**src/rtl/pingpong_buf.sv**
```systemverilog
// ---------------------------------------------------------------------------
// pingpong_buf
//   Two-bank ping-pong buffer. The writer fills one bank at a time and
//   closes it on wlast or when the bank is full. Closed banks are handed to
//   the reader, which drains them in the same alternating order.
//
// Ports
//   clk       : single clock; all state updates on its rising edge
//   rst_n     : asynchronous active-low reset
//   wdata     : write data word
//   winc      : write request
//   wlast     : with winc, closes the current write bank after this word
//   wfull     : current write bank is still owned by the reader; writes refused
//   wovf      : sticky flag, set by a write request while wfull
//   rdata     : show-ahead read data from the current read bank
//   rvalid    : rdata holds a valid word
//   rready    : consumer accepts rdata this cycle
//   rlast     : current read word is the last of its bank
//   rempty    : inverse of rvalid
//   bank_rdy  : per-bank ready flags, bit i = bank i
// ---------------------------------------------------------------------------
module pingpong_buf #(
    parameter int DATASIZE = 8,
    parameter int ADDRSIZE = 4
) (
    input  logic                clk,
    input  logic                rst_n,
    input  logic [DATASIZE-1:0] wdata,
    input  logic                winc,
    input  logic                wlast,
    output logic                wfull,
    output logic                wovf,
    output logic [DATASIZE-1:0] rdata,
    output logic                rvalid,
    input  logic                rready,
    output logic                rlast,
    output logic                rempty,
    output logic [1:0]          bank_rdy
);

    localparam int DEPTH = 1 << ADDRSIZE;

    // Storage: not reset
    logic [DATASIZE-1:0] r_mem [2][DEPTH];

    // Control state
    logic                r_wsel;
    logic [ADDRSIZE-1:0] r_waddr;
    logic                r_rsel;
    logic [ADDRSIZE-1:0] r_raddr;
    logic [1:0]          r_bank_rdy;
    logic [ADDRSIZE:0]   r_len0;
    logic [ADDRSIZE:0]   r_len1;
    logic                r_wovf;

    // Next-state
    logic                w_wsel_nxt;
    logic [ADDRSIZE-1:0] w_waddr_nxt;
    logic                w_rsel_nxt;
    logic [ADDRSIZE-1:0] w_raddr_nxt;
    logic [1:0]          w_bank_rdy_nxt;
    logic [ADDRSIZE:0]   w_len0_nxt;
    logic [ADDRSIZE:0]   w_len1_nxt;
    logic                w_wovf_nxt;

    // Decoded conditions
    logic                w_wfull;
    logic                w_wr_acc;
    logic                w_wr_close;
    logic [ADDRSIZE:0]   w_waddr_inc;
    logic                w_rvalid;
    logic [ADDRSIZE:0]   w_len_rsel;
    logic [ADDRSIZE:0]   w_raddr_inc;
    logic                w_rlast;
    logic                w_xfer;

    always_comb begin
        w_wfull     = r_bank_rdy[r_wsel];
        // rst_n gate keeps storage untouched while reset is held
        w_wr_acc    = rst_n && winc && !w_wfull;
        w_waddr_inc = {1'b0, r_waddr} + (ADDRSIZE+1)'(1);
        w_wr_close  = w_wr_acc && (wlast || (r_waddr == ADDRSIZE'(DEPTH - 1)));

        w_rvalid    = r_bank_rdy[r_rsel];
        w_len_rsel  = r_rsel ? r_len1 : r_len0;
        // Compare at ADDRSIZE+1 bits so a full bank (len = DEPTH) matches
        w_raddr_inc = {1'b0, r_raddr} + (ADDRSIZE+1)'(1);
        w_rlast     = w_rvalid && (w_raddr_inc == w_len_rsel);
        w_xfer      = w_rvalid && rready;
    end

    always_comb begin
        w_wsel_nxt     = r_wsel;
        w_waddr_nxt    = r_waddr;
        w_rsel_nxt     = r_rsel;
        w_raddr_nxt    = r_raddr;
        w_bank_rdy_nxt = r_bank_rdy;
        w_len0_nxt     = r_len0;
        w_len1_nxt     = r_len1;
        w_wovf_nxt     = r_wovf;

        if (winc && w_wfull) begin
            w_wovf_nxt = 1'b1;
        end

        if (w_wr_acc) begin
            if (w_wr_close) begin
                if (r_wsel) begin
                    w_len1_nxt = w_waddr_inc;
                end else begin
                    w_len0_nxt = w_waddr_inc;
                end
                w_bank_rdy_nxt[r_wsel] = 1'b1;
                w_wsel_nxt             = ~r_wsel;
                w_waddr_nxt            = '0;
            end else begin
                w_waddr_nxt = r_waddr + ADDRSIZE'(1);
            end
        end

        // Writer only targets a non-ready bank and reader only a ready one,
        // so the two bank_rdy updates never touch the same bit.
        if (w_xfer) begin
            if (w_rlast) begin
                w_bank_rdy_nxt[r_rsel] = 1'b0;
                w_rsel_nxt             = ~r_rsel;
                w_raddr_nxt            = '0;
            end else begin
                w_raddr_nxt = r_raddr + ADDRSIZE'(1);
            end
        end
    end

    always_ff @(posedge clk or negedge rst_n) begin
        if (!rst_n) begin
            r_wsel     <= 1'b0;
            r_waddr    <= '0;
            r_rsel     <= 1'b0;
            r_raddr    <= '0;
            r_bank_rdy <= 2'b00;
            r_len0     <= '0;
            r_len1     <= '0;
            r_wovf     <= 1'b0;
        end else begin
            r_wsel     <= w_wsel_nxt;
            r_waddr    <= w_waddr_nxt;
            r_rsel     <= w_rsel_nxt;
            r_raddr    <= w_raddr_nxt;
            r_bank_rdy <= w_bank_rdy_nxt;
            r_len0     <= w_len0_nxt;
            r_len1     <= w_len1_nxt;
            r_wovf     <= w_wovf_nxt;
        end
    end

    always_ff @(posedge clk) begin
        if (w_wr_acc) begin
            r_mem[r_wsel][r_waddr] <= wdata;
        end
    end

    always_comb begin
        wfull    = w_wfull;
        wovf     = r_wovf;
        rdata    = r_mem[r_rsel][r_raddr];
        rvalid   = w_rvalid;
        rlast    = w_rlast;
        rempty   = !w_rvalid;
        bank_rdy = r_bank_rdy;
    end

endmodule

```
**config.mk**
```make
export PLATFORM = sky130hd
export DESIGN_NAME = pingpong_buf
export DESIGN_NICKNAME = d
export VERILOG_FILES = /design/src/rtl/pingpong_buf.sv
export SDC_FILE = /design/constraint.sdc
export NUM_CORES = 1
export LEC_CHECK = 0
export BUFFER_PORTS_ARGS = -buffer_cell sky130_fd_sc_hd__buf_4
export CAP_MARGIN = 20
export CORE_MARGIN = 10
export CORE_UTILIZATION = 40
export CTS_CLUSTER_DIAMETER = 30
export CTS_CLUSTER_SIZE = 10
export DETAILED_ROUTE_END_ITERATION = 8
export PLACE_DENSITY_LB_ADDON = 0.2
export SLEW_MARGIN = 10
export SYNTH_ARGS = -nofsm -noshare
export SYNTH_HDL_FRONTEND = slang
export SYNTH_SLANG_ARGS = --single-unit
export TNS_END_PERCENT = 1
```
**constraint.sdc**
```tcl
create_clock -name clk -period 6.1 [get_ports clk]
set_input_delay 0.61 -clock clk [delete_from_list [all_inputs] [get_ports clk]]
set_output_delay 0.61 -clock clk [all_outputs]
set_load 0.01 [all_outputs]
```
# Word-level counts from Yosys, hierarchy flattened
# Memory sizes are Yosys's and may differ from the RTL's.
# Cells that the tools add are included.
[word_totals]
ff_bits = 23
ramBits = 256
output_inout_bits = 15
word_cells = 67
memories = 1
[classes]
addsub = 4
magnitude_cmp = 7
eq_ne = 2
n_mux = 22
bitwise_logic = 7
n_reduce_logical = 16
[memory_table]
columns = ["memory", "words", "word_bits", "read_ports", "rd_ports_with_merged_regs", "write_ports", "line", "text"]
rows = [
  ["r_mem", 2, 128, 1, 0, 1, "44", "logic [DATASIZE-1:0] r_mem [2][DEPTH];"],
]
[ops]
columns = ["op", "count"]
rows = [
  ["128-bit two-way mux", 1],
  ["8-bit binary-select mux with 4-bit select", 1],
  ["8-bit demux with 4-bit select", 1],
  ["8-bit two-way mux", 3],
  ["4-bit by 1-bit adder with 5-bit output (second input constant)", 2],
  ["5-bit >= comparator (second input constant)", 2],
  ["4-bit inverter with 5-bit output", 2],
  ["1-bit logical AND", 9],
  ["4-bit by 1-bit adder with 4-bit output (second input constant)", 2],
  ["2-bit two-way mux", 4],
  ["4-bit two-way mux", 2],
  ["1-bit two-way mux", 7],
  ["3-bit AND reduction", 2],
  ["5-bit equality test", 1],
  ["5-bit by 1-bit < comparator with 1-bit output (second input constant)", 1],
  ["5-bit two-way mux", 1],
  ["4-bit equality test (second input constant)", 1],
  ["1-bit by 2-bit < comparator with 1-bit output (second input constant)", 2],
  ["2-bit AND reduction", 2],
  ["2-bit AND", 1],
  ["1-bit demux with 1-bit select", 2],
  ["1-bit >= comparator (second input constant)", 2],
  ["1-bit logical NOT", 2],
  ["1-bit inverter", 2],
  ["other kinds (3)", 3],
]

# Longest topological paths before layout
# Gate-level depths: netlist of the first run.
[depth]
depth_word = 10
depth_mapped = 8
ltp_nobuf = 6

# Worst setup path after synthesis of the first run
# Ideal clock, no wire load.
[synth_path]
kind = "flip-flop to output port"
from = "reg r_rsel"
to = "out rdata[0]"
arrival_ps = 1659
slack_ps = 3831
path_stages_with_launch = 9
n_path_buf = 4
path_cell_list = "dfrtp_1 -> buf_6 -> buf_6 -> buf_6 -> buf_6 -> mux2i_1 -> o22ai_1 -> a2111oi_2 -> nor2_1"
[synth_via]
elab_chain_len = 4
[synth_lines]
columns = ["item", "line", "text"]
rows = [
  ["start, declared", "49", "logic r_rsel;"],
  ["start signal, assigned", "147", "r_rsel <= w_rsel_nxt;"],
  ["memory 2 x 128 bit", "-", ""],
  ["8-bit binary-select mux with 4-bit select", "165", "rdata = r_mem[r_rsel][r_raddr];"],
  ["8-bit two-way mux (not written as such) (2 in a row)", "165", ""],
  ["end, declared", "33", "output logic [DATASIZE-1:0] rdata,"],
]
# Every way passes these cells. The select of a mux whose other input is x is not followed.

# Final worst setup path of the first run
[layout_path]
from = "reg r_rsel"
to = "out rdata[3]"
# Same word-level chain as after synthesis.

==> results of run 1 <==
[power breakdown]
group / switching [mW] / internal [mW]
combinational: 0.765 / 0.629
clock: 1.05 / 2.01
sequential: 0.157 / 2.17
total: 1.97 / 4.80
[registers in the layout, indices dropped and copies added, names as in the netlist]
name      count
r_len0        5
wovf          1
r_wsel        1
r_raddr       4
r_rsel        1
r_len1        5
bank_rdy      2
r_waddr       4
r_mem       256
[per-stage QoR]
stage               hold slack [ps]  setup slack, ps
floorplan                       314             3830
global placement                447             2350
detailed placement              454             2310
CTS                             225             1700
global route                    244             1820
finish                          252             2040
[final timing paths]
path	slack, ps	to	start
worst min register to register	490	r_len1[4]	r_len1[4]
min in group asynchronous	490	r_len1[2]	rst_n
worst max register to register	3080	r_mem[1][5]	r_wsel
worst max-delay path	2040	rdata[3]	r_rsel
max in group asynchronous	5340	r_rsel	rst_n
worst min-delay path	250	bank_rdy[0]	rready
[synth_stat cells (all sizes together), types with 2 or more instances]
| library cell | instances | area, um2 |
|---|---|---|
| mux4 | 51 | 1150 |
| o221ai | 8 | 70.1 |
| mux2i | 50 | 500 |
| nor2 | 58 | 220 |
| a2111oi | 5 | 75.1 |
| nand3b | 4 | 30.0 |
| dfrtp | 23 | 576 |
| o22ai | 7 | 43.8 |
| ha | 5 | 62.6 |
| o31ai | 2 | 15.0 |
| nand3 | 7 | 35.0 |
| o21ai | 11 | 55.1 |
| mux2 | 4 | 45.0 |
| nand2 | 23 | 86.3 |
| buf | 21 | 159 |
| a221oi | 3 | 26.3 |
| and3 | 2 | 12.5 |
| inv | 5 | 18.8 |
| xnor2 | 10 | 95.1 |
| clkbuf | 9 | 33.8 |
| edfxtp | 256 | 7690 |
| a211oi | 8 | 60.1 |
| nor2b | 4 | 25.0 |
| a31oi | 3 | 18.8 |
| nor3 | 3 | 25.0 |
| a21o | 2 | 15.0 |
[cell type report]
class / count / area share (%)
timing repair buffer: 34 / 2.02
inverter: 5 / 0.137
clock inverter: 41 / 2.91
multi-input combinational: 282 / 20.0
tap: 378 / 3.44
sequential: 279 / 60.1
clock buffer: 69 / 11.3
[worst reg2reg max path, delay by kind of cell (launching register included)]
| kind | cells | cell delay (ps) |
|---|---|---|
| simple gates | 3 | 1610 |
| flops | 1 | 710 |
| mux | 1 | 330 |
[cell families (layout without fill, tap and decap cells)]
family,count (synthesis),count (layout),share of synthesized area [%]
flip-flops,279,279,73.6
AND/OR/NAND/NOR,108,108,4.29
buffers and inverters,35,149,1.88
adder cells (fa/ha/maj),5,5,0.557
XOR/XNOR,11,11,0.925
AO/OA/AOI/OAI,53,53,3.66
multiplexers,105,105,15.1
[per-layer routing]
layer | wire length [um] | vias to the layer above | share of wire (%)
li1 | - | 2559 | -
met1 | 10300 | 3019 | 42
met2 | 12000 | 193 | 49
met3 | 1580 | 54 | 6.4
met4 | 662 | 0 | 2.7
met5 | 0 | - | 0
[cells in the final DEF, fill, tap and decap left out, types with 2 or more instances in the layout]
cell and instances:
a21o_1 2, edfxtp_1 256, nor2b_1 4, mux2_2 4
o21ai_0 10, o22ai_1 7, xnor2_1 9, inv_1 5
nor3_2 2, clkinv_4 6, a2111oi_2 5, ha_1 5
mux2i_1 50, clkbuf_16 61, o31ai_1 2, dfrtp_1 21
nor2_1 57, clkinv_1 5, buf_4 32, nand2_1 23
bufinv_16 4, a31oi_1 3, clkbuf_1 8, nand3_1 7
clkinvlp_4 12, and3_1 2, clkinv_2 4, nand3b_1 4
a211oi_1 8, mux4_2 51, o221ai_1 8, inv_6 9
a221oi_1 3
[timing repair]
action / 4_1_cts / 5_1_grt
endpoints found under the setup margin: 0 / 0
hold buffers: 1 / 0
endpoints found under the hold margin: 23 / 0
==> summary.md, run 1 <==
| Metric | Value |
|---|---|
| Clock root cell | clkbuf_16 |
| Yosys cell types | 46 |
| Final Core Density | 49.6% |
| Area of the multi-input gates | roughly 2800 um2 |
| Max cap viols | 0 |
| Top_reg_cell synth | edfxtp_1 |
| Fillers | 2261 |
| Ys async rst share | 8.24% |
| Slowest CP cell | dfrtp_4 |
| TritonRoute pass-1 iters | 5 |
| Relative slew slack | a little over a third |
| Post-DP Area | about 12000 um2 |
| Area delta synth->final | 22.4% |
| Slowest Stage Delay on Critical Path | 600 ps |
| Fin. Hold Viols | 0 |
| Post_cts resized | 0 |
| Setup TNS | 0 ps |
| Crit path launch type | flip-flop |
| M1 GR Usage | 17.9% |
| Global Route met3 Usage | 3.47% |
| Detail Placement HPWL | between 10000 and 15000 um |
| Critical-path maximum fanout | 43 |
| Worst R2R Path Depth | 4 |
| Critical Path AT | 3450 ps |
| GR Util All Layers | 13.9% |
| Vias per inst | 5.35 |
| Leak Pwr | between 4 and 5 nW |
| Initial Util | 40.5% |
| Core ar. | 27700 um2 |
| Cell repeated most along the worst path | buf_4 |
| Clock Latency Late Sink | 580 ps |
| Setup crit end kind | primary output |
| Met2 Track Usage GR | about 22% |
| Die height | 188 um |
| Syn. warnings | 0 |
| Status | finished clean |
| Register area share after synthesis | 73.6% |
| Clock tree from TritonCTS | done |
| Syn_area_per_cell | 18.8 um2 |
| RSZ-0062 raised after global routing | false |
| Post-detailed-route wirelength per cell | 22.5 um |
| Clk buf depth | 3 |
| Stages on the worst setup path | 6 |
| DRC violations left | 0 |
| Hold Crit Depth | 2 |
| F_max | 246 MHz |
| Buffers inserted by post-CTS timing repair | 0 |
| Post-synthesis register bit count | 279 |
| Final std cell area, no fill | 13700 um2 |
| Finish-stage setup viols | 0 |
| Antenna diode count | 0 |
| Syn Inst Count | 596 |
| Worst Hold Class | primary input to flip-flop |
| First-pass GRT wire length | ~38000 um |
| Nets | 679 |
| H-tree depth | 2 |
| Vias in the first global route | 6146 |
| Placed insts | 976 |
| Top Ports | 28 |
| Die area | 35200 um2 |
| CP Buf/Inv Count | 3 |
| Worst-Margin Slew | 962 ps |
| Final Slew Violations | 0 |
| Largest net degree at the start of global routing | 57 |
| Syn nets | 614 |
| Reg clk slew, reported paths | 50 ps |
| Setup CP Type | flip-flop to primary output |
| Detail Route Antenna Nets | 0 |
| Total gr overflow | 0 |
| Fin crit period | 4060 ps |
| Via count | 5825 |
| CP top delay family | buffers and inverters |
| Register area | between 8000 and 9000 um2 |
| PortBufs | 27 |
| Worst EP required | approximately 5500 ps |
| Share of layout cells above drive strength 1 | ~28% |
| CP cell instances | buf_16 -> buf_4 -> mux4_2 -> a211oi_1 -> nor2_1 -> buf_4 |
| Power, Total | 6.77 mW |
| Initial antenna violation count | 0 |
| Chip width | 188 um |
| Synthesized cell area | around 11000 um2 |
| Row cnt | 61 |
| Final period util | 66.6% |
| Total CTS buffers | 59 |
| Drt total wl | between 20000 and 25000 um |
| Clock sink count | around 280 |
| EDFF count, synth | 256 |
| GR peak layer | met2 |
| Final GP Congestion | ~0.77 |
| Final Skew | 30.7 ps |
| DR iter-0 viols | a little over 400 |
| Layout Cells excl Fill | roughly 1100 |
| PwrDens | 493 nW/um2 |
| Peak VDD IR | 0.000273 V |
Note: power is estimated with default switching activity, not from simulation.
==> run 2, diff against run 1 <==
==> constraint.sdc (replaced) <==
create_clock -name clk -period 4.2 [get_ports clk]
set_input_delay 0.42 -clock clk [delete_from_list [all_inputs] [get_ports clk]]
set_output_delay 0.42 -clock clk [all_outputs]
set_load 0.01 [all_outputs]
==> run 2 against run 1 <==
  * Power up 47%
  * Clock power up 47%
  * First-iteration DRC count up 5.9%
  * Critical path depth up 1
  * Count of clock-buffer cells in the layout down 8
  * Worst hold slack worse by 180 ps
==> summary.md, run 2 (synthesized netlist as in run 1, its figures left out) <==
| Metric | Value |
|---|---|
| Leak Pwr | 4.55 nW |
| First-pass GRT wire length | 38100 um |
| Setup crit end kind | primary output |
| Cell repeated most along the worst path | buf_4 |
| Initial Util | 40.5% |
| DR iter-0 viols | 432 |
| Setup TNS | 0 ps |
| CP Buf/Inv Count | 3 |
| Most common cell after layout, fill and taps aside | edfxtp_1 |
| Share of layout cells above drive strength 1 | 28.7% |
| Die area | about 35000 um2 |
| CP cell instances | buf_12 -> buf_4 -> mux2i_1 -> o221ai_1 -> a211oi_1 -> nor2_1 -> buf_4 |
| Nets | 682 |
| Detail Placement HPWL | between 15000 and 20000 um |
| Drt total wl | 24800 um |
| TritonRoute pass-1 iters | 5 |
| Total CTS buffers | 56 |
| Fin. Hold Viols | 0 |
| Largest Register | r_mem |
| Peak VDD IR | ~0.00036 V |
| Chip width | 188 um |
| Crit path launch type | flip-flop |
| Critical Path AT | between 3000 and 4000 ps |
| Vias in the first global route | slightly above 6000 |
| Clock root cell | clkbuf_16 |
| Final period util | 86.8% |
| GR Util All Layers | 14.1% |
| Clock tree from TritonCTS | done |
| Top Registers | r_mem x256, r_len0 x5, r_len1 x5 |
| Reg clk slew, reported paths | 50 ps |
| Relative slew slack | 36.6% |
| Slowest Stage Delay on Critical Path | 570 ps |
| PortBufs | 27 |
| Worst EP required | 3780 ps |
| Buffers inserted by post-CTS timing repair | 0 |
| Setup CP Type | flip-flop to primary output |
| Antenna diode count | 0 |
| Top Ports | 28 |
| Commonest non-fill, non-tap cells in the layout | edfxtp_1 (256), nor2_1 (57), clkbuf_16 (56), mux4_2 (51), mux2i_1 (50) |
| Worst Hold Class | primary input to flip-flop |
| Placed insts | 983 |
| Final Skew | between 10 and 15 ps |
| Worst-Margin Slew | 947 ps |
| Initial antenna violation count | 0 |
| Max cap viols | 0 |
| CP top delay family | buffers and inverters |
| RSZ-0062 raised after global routing | false |
| Finish-stage setup viols | 0 |
| Clock sink count | between 200 and 300 |
| Post-detailed-route wirelength per cell | 22.8 um |
| Vias per inst | roughly 5.3 |
| H-tree depth | 2 |
| DRC violations left | 0 |
| Largest net degree at the start of global routing | 40 |
| Total gr overflow | 0 |
| Clk buf depth | 3 |
| Status | finished clean |
| PwrDens | 720 nW/um2 |
| Critical-path maximum fanout | 39 |
| Layout Cells excl Fill | ~1100 |
| F_max | ~270 MHz |
| Final GP Congestion | 0.744 |
| Fin crit period | roughly 3600 ps |
| Area delta synth->final | 22.8% |
| Largest register FFs | 256 |
| Die height | ~190 um |
| Row cnt | 61 |
| Slowest CP cell | dfrtp_4 |
| Final Slew Violations | 0 |
| Final Core Density | between 40% and 50% |
| Detail Route Antenna Nets | 0 |
| Core ar. | roughly 28000 um2 |
| Via count | 5772 |
| Clock Latency Late Sink | 560 ps |
[run 2: cell count changes in the layout (fill, tap and decap cells not counted), sizes merged]
cell / delta
clkbuf: -8
clkinvlp: -5
bufinv: +6
inv: -5
clkinv: +6
buf: +6
[run 2: final timing paths]
kind                             start      endpoint  slack [ps]  depth (start not counted)
max in group asynchronous        rst_n    r_raddr[0]        3620                          2
min reg2reg                       wovf          wovf         480                          1
max                             r_rsel      rdata[3]         550                          7
min                             rready   bank_rdy[0]          70                          2
max reg2reg                bank_rdy[1]  r_mem[1][97]        1550                          4
min in group asynchronous        rst_n        r_rsel         310                          2
[run 2: what timing repair did]
action,4_1_cts,5_1_grt
hold buffers,1,0
hold endpoints to repair,23,0
setup endpoints to repair,0,0
resized for setup,0,0
[run 2: final cells by class]
class | count | area (um2)
clock buffers | 61 | 1420
multi-input cells | 282 | 2750
fillers | 2257 | 13900
well taps | 378 | 473
repair buffers | 40 | 315
clock inverters | 43 | 539
flip-flops and latches | 279 | 8270
inverters | 5 | 18.8
[run 2: power by group]
group / internal (mW) / switching, mW
registers: 3.15 / 0.215
logic: 0.935 / 1.13
clock network: 3.06 / 1.44
[run 2: through the flow]
stage	hold slack (ps)	power (mW)	setup WS, ps	cell area, um2
4_1_cts	52.6	10.0	488	13800
6_report	71.0	9.93	553	13800
2_1_floorplan	124	4.74	2120	11200
3_5_place_dp	345	5.50	1080	11800
3_3_place_gp	337	5.47	1150	11800
5_1_grt	65.2	10.4	270	13800
[run 2: routing by layer]
layer	vias up	wire length (um)	GRT usage, %
li1	2563	-	-
met4	0	390	4.46
met5	-	0	0
met3	33	1370	3.08
met1	2999	10800	18.5
met2	177	12200	22.9
==> run 3, diff against run 2 <==
--- a/config.mk
+++ b/config.mk
@@ -5,6 +5,7 @@
 export SDC_FILE = /design/constraint.sdc
 export NUM_CORES = 1
 export LEC_CHECK = 0
+export ABC_AREA = 1
 export BUFFER_PORTS_ARGS = -buffer_cell sky130_fd_sc_hd__buf_4
 export CAP_MARGIN = 20
 export CORE_MARGIN = 10
@@ -12,6 +13,7 @@
 export CTS_CLUSTER_DIAMETER = 30
 export CTS_CLUSTER_SIZE = 10
 export DETAILED_ROUTE_END_ITERATION = 8
+export MAX_ROUTING_LAYER = met4
 export PLACE_DENSITY_LB_ADDON = 0.2
 export SLEW_MARGIN = 10
 export SYNTH_ARGS = -nofsm -noshare
==> run 3 against run 2 <==
  * Critical path depth up 2
  * Clock skew rose by 11 ps
  * Register-to-register slack gained 210 ps
  * Critical path type unchanged
  * Highest routed layer unchanged
  * Sequential cell count unchanged
  * Critical endpoint is now rdata[4]
  * Power grew 8.8%
  * Via count increased by 35%
  * Design area rose by 4.3%
  * Sequential power is 3% lower
  * Area after synthesis is 3.5% higher
  * Global-route usage grew 3.1 points
  * Core utilization is 0.34 points higher
==> summary.md, run 3 <==
| Metric | Value |
|---|---|
| Commonest cells in the netlist | edfxtp_1 (256), nor2_1 (215), nand2_1 (146) |
| Most common cell after layout, fill and taps aside | edfxtp_1 |
| Worst R2R Path Depth | 7 |
| Final period util | between 70% and 80% |
| Syn Inst Count | 1007 |
| Relative slew slack | 42.6% |
| CP Launch Point | r_rsel |
| Status | finished clean |
| Nets | roughly 1100 |
| Share of layout cells above drive strength 1 | 15.6% |
| Final Skew | 21.2 ps |
| Synthesized cell area | 11600 um2 |
| Antenna diode count | 0 |
| Yosys cell types | 28 |
| Fin crit period | 3300 ps |
| Ys async rst share | between 8 and 9% |
| Critical Path AT | 2880 ps |
| Clock sink count | 279 |
| Setup CP Type | flip-flop to primary output |
| Commonest non-fill, non-tap cells in the layout | edfxtp_1 (256), nor2_1 (215), nand2_1 (146), o21ai_0 (113), clkbuf_16 (59) |
| First-pass GRT wire length | 46300 um |
| Total gr overflow | 0 |
| Fin. Hold Viols | 0 |
| Top Ports | 28 |
| Clock tree from TritonCTS | done |
| Chip width | 190 um |
| Setup TNS | 0 ps |
| Top Registers | r_mem x256, r_len0 x5, r_len1 x5 |
| Post-synthesis register bit count | 279 |
| Critical-path maximum fanout | 51 |
| Die height | around 190 um |
| Most common cell in the synthesized netlist | edfxtp_1 |
| Initial Util | 40.5% |
| GR Util All Layers | 17.2% |
| Hold Crit Start | winc |
| DR iter-0 viols | 693 |
| Final Slew Violations | 0 |
| Syn_area_per_cell | 11.5 um2 |
| Total CTS buffers | 57 |
| Clk buf depth | 3 |
| Vias per inst | 5.17 |
| Post-DP Area | 12300 um2 |
| Max cap viols | 0 |
| DRC violations left | 0 |
| Initial antenna violation count | 0 |
| Peak VDD IR | ~0.00036 V |
| PwrDens | 752 nW/um2 |
| Largest net degree at the start of global routing | 79 |
| Via count | 7786 |
| Crit path launch type | flip-flop |
| Row cnt | 62 |
| Post-detailed-route wirelength per cell | 20.1 um |
| H-tree depth | 2 |
| Synth area leaders | edfxtp_1 (66%), nor2_1 (6.9%), dfrtp_1 (5.0%) |
| Vias in the first global route | 7566 |
| Detail Route Antenna Nets | 0 |
| Largest Register | r_mem |
| F_max | 303 MHz |
| Buffers inserted by post-CTS timing repair | 0 |
| Clock Latency Late Sink | approximately 570 ps |
| Setup crit end kind | primary output |
| Syn nets | roughly 1000 |
| Leak Pwr | 5.26 nW |
| Detail Placement HPWL | 17800 um |
| Area share of the largest cell type after synthesis | 66.2% |
| Area delta synth->final | 23.8% |
| Finish-stage setup viols | 0 |
| Final std cell area, no fill | 14400 um2 |
| Syn. warnings | 0 |
| Worst Hold Class | primary input to flip-flop |
| PortBufs | 27 |
| Register area share after synthesis | 71.1% |
| TritonRoute pass-1 iters | 5 |
| Worst EP required | around 3800 ps |
| Clock root cell | clkbuf_16 |
| Reg clk slew, reported paths | roughly 50 ps |
| Die area | between 30000 and 40000 um2 |
| Drt total wl | 30300 um |
| Synth area leader | edfxtp_1 |
| Largest register FFs | roughly 260 |
| Hold Crit Depth | 2 |
| Top_reg_cell synth | edfxtp_1 |
| RSZ-0062 raised after global routing | false |
| EDFF count, synth | 256 |
| Core ar. | around 29000 um2 |
| Worst-Margin Slew | 861 ps |
| Final GP Congestion | 0.835 |
| Reg2reg start | bank_rdy[1] |
[run 3: cell types whose count changed in the layout (fill, tap and decap cells not counted), sizes merged, moves of 20 or more]
| cell | change |
|---|---|
| nor2 | +158 |
| nand2 | +124 |
| o21ai | +122 |
| mux4 | -51 |
| mux2i | -50 |
| inv | +42 |
| o211ai | +31 |
| nand3 | +30 |
| buf | +20 |
[run 3: final timing paths]
path	endpoint	slack, ps
min	wovf	100
max in group asynchronous	r_rsel	3620
max reg2reg	r_mem[0][44]	1760
min reg2reg	wovf	460
max	rdata[4]	900
min in group asynchronous	r_len0[1]	300
[run 3: per-layer routing]
metal,wire length [um],global-route usage [%]
met5,0,-
met4,692,6.00
met3,1970,3.82
met2,14100,25.9
met1,13500,22.5
[run 3: what timing repair did]
action | CTS | global route
hold endpoints to repair | 23 | 0
hold buffers | 1 | 0
resized for setup | 0 | 0
[run 3: layout make-up]
| type | count | area, um2 |
|---|---|---|
| Sequential cell | 279 | 8270 |
| Multi-Input combinational cell | 619 | 2860 |
| Clock buffer | 64 | 1510 |
| Timing Repair Buffer | 60 | 465 |
| Inverter | 55 | 208 |
| Fill cell | 2539 | 14300 |
| Clock inverter | 44 | 597 |
| Tap cell | 384 | 480 |
[run 3: worst max-delay path: stages, from the launching register on]
cell,delay (ps)
dfrtp_4,420
clkinv_2,420
buf_12,390
o21ai_0,220
a21oi_1,100
nor2_1,380
nand2_1,90
nand2_1,110
inv_1,50
buf_4,140
[run 3: report_power, final]
part / switching, mW / leakage (nW) / internal [mW]
Sequential: 0.107 / 2.58 / 3.15
Combinational: 1.88 / 1.67 / 0.822
Clock: 1.47 / 1.01 / 3.37
Total: 3.46 / 5.26 / 7.35
[run 3: metrics by stage]
| stage | std cells | hold slack (ps) | setup WS [ps] | power (mW) | util [%] |
|---|---|---|---|---|---|
| detailed placement | 1396 | 341 | 1500 | 6.00 | 42.7 |
| floorplan | 1007 | 124 | 2410 | 5.01 | - |
| global route | 1505 | 98.0 | 674 | 11.3 | 50.1 |
| CTS | 1505 | 83.9 | 896 | 10.9 | 50.1 |
| global placement | 1396 | 341 | 1400 | 5.99 | 42.7 |
| finish | 1505 | 95.6 | 901 | 10.8 | 50.1 |
[run 3: cell families (layout without fill, tap and decap cells)]
logic type / Yosys count / count (layout) / share of synthesized area, %
buffers and inverters: 109 / 223 / 4.28
flip-flops: 279 / 279 / 71.1
AO/OA/AOI/OAI: 209 / 209 / 10.2
adder cells (fa/ha/maj): 5 / 5 / 0.539
AND/OR/NAND/NOR: 401 / 401 / 13.6
XOR/XNOR: 4 / 4 / 0.302
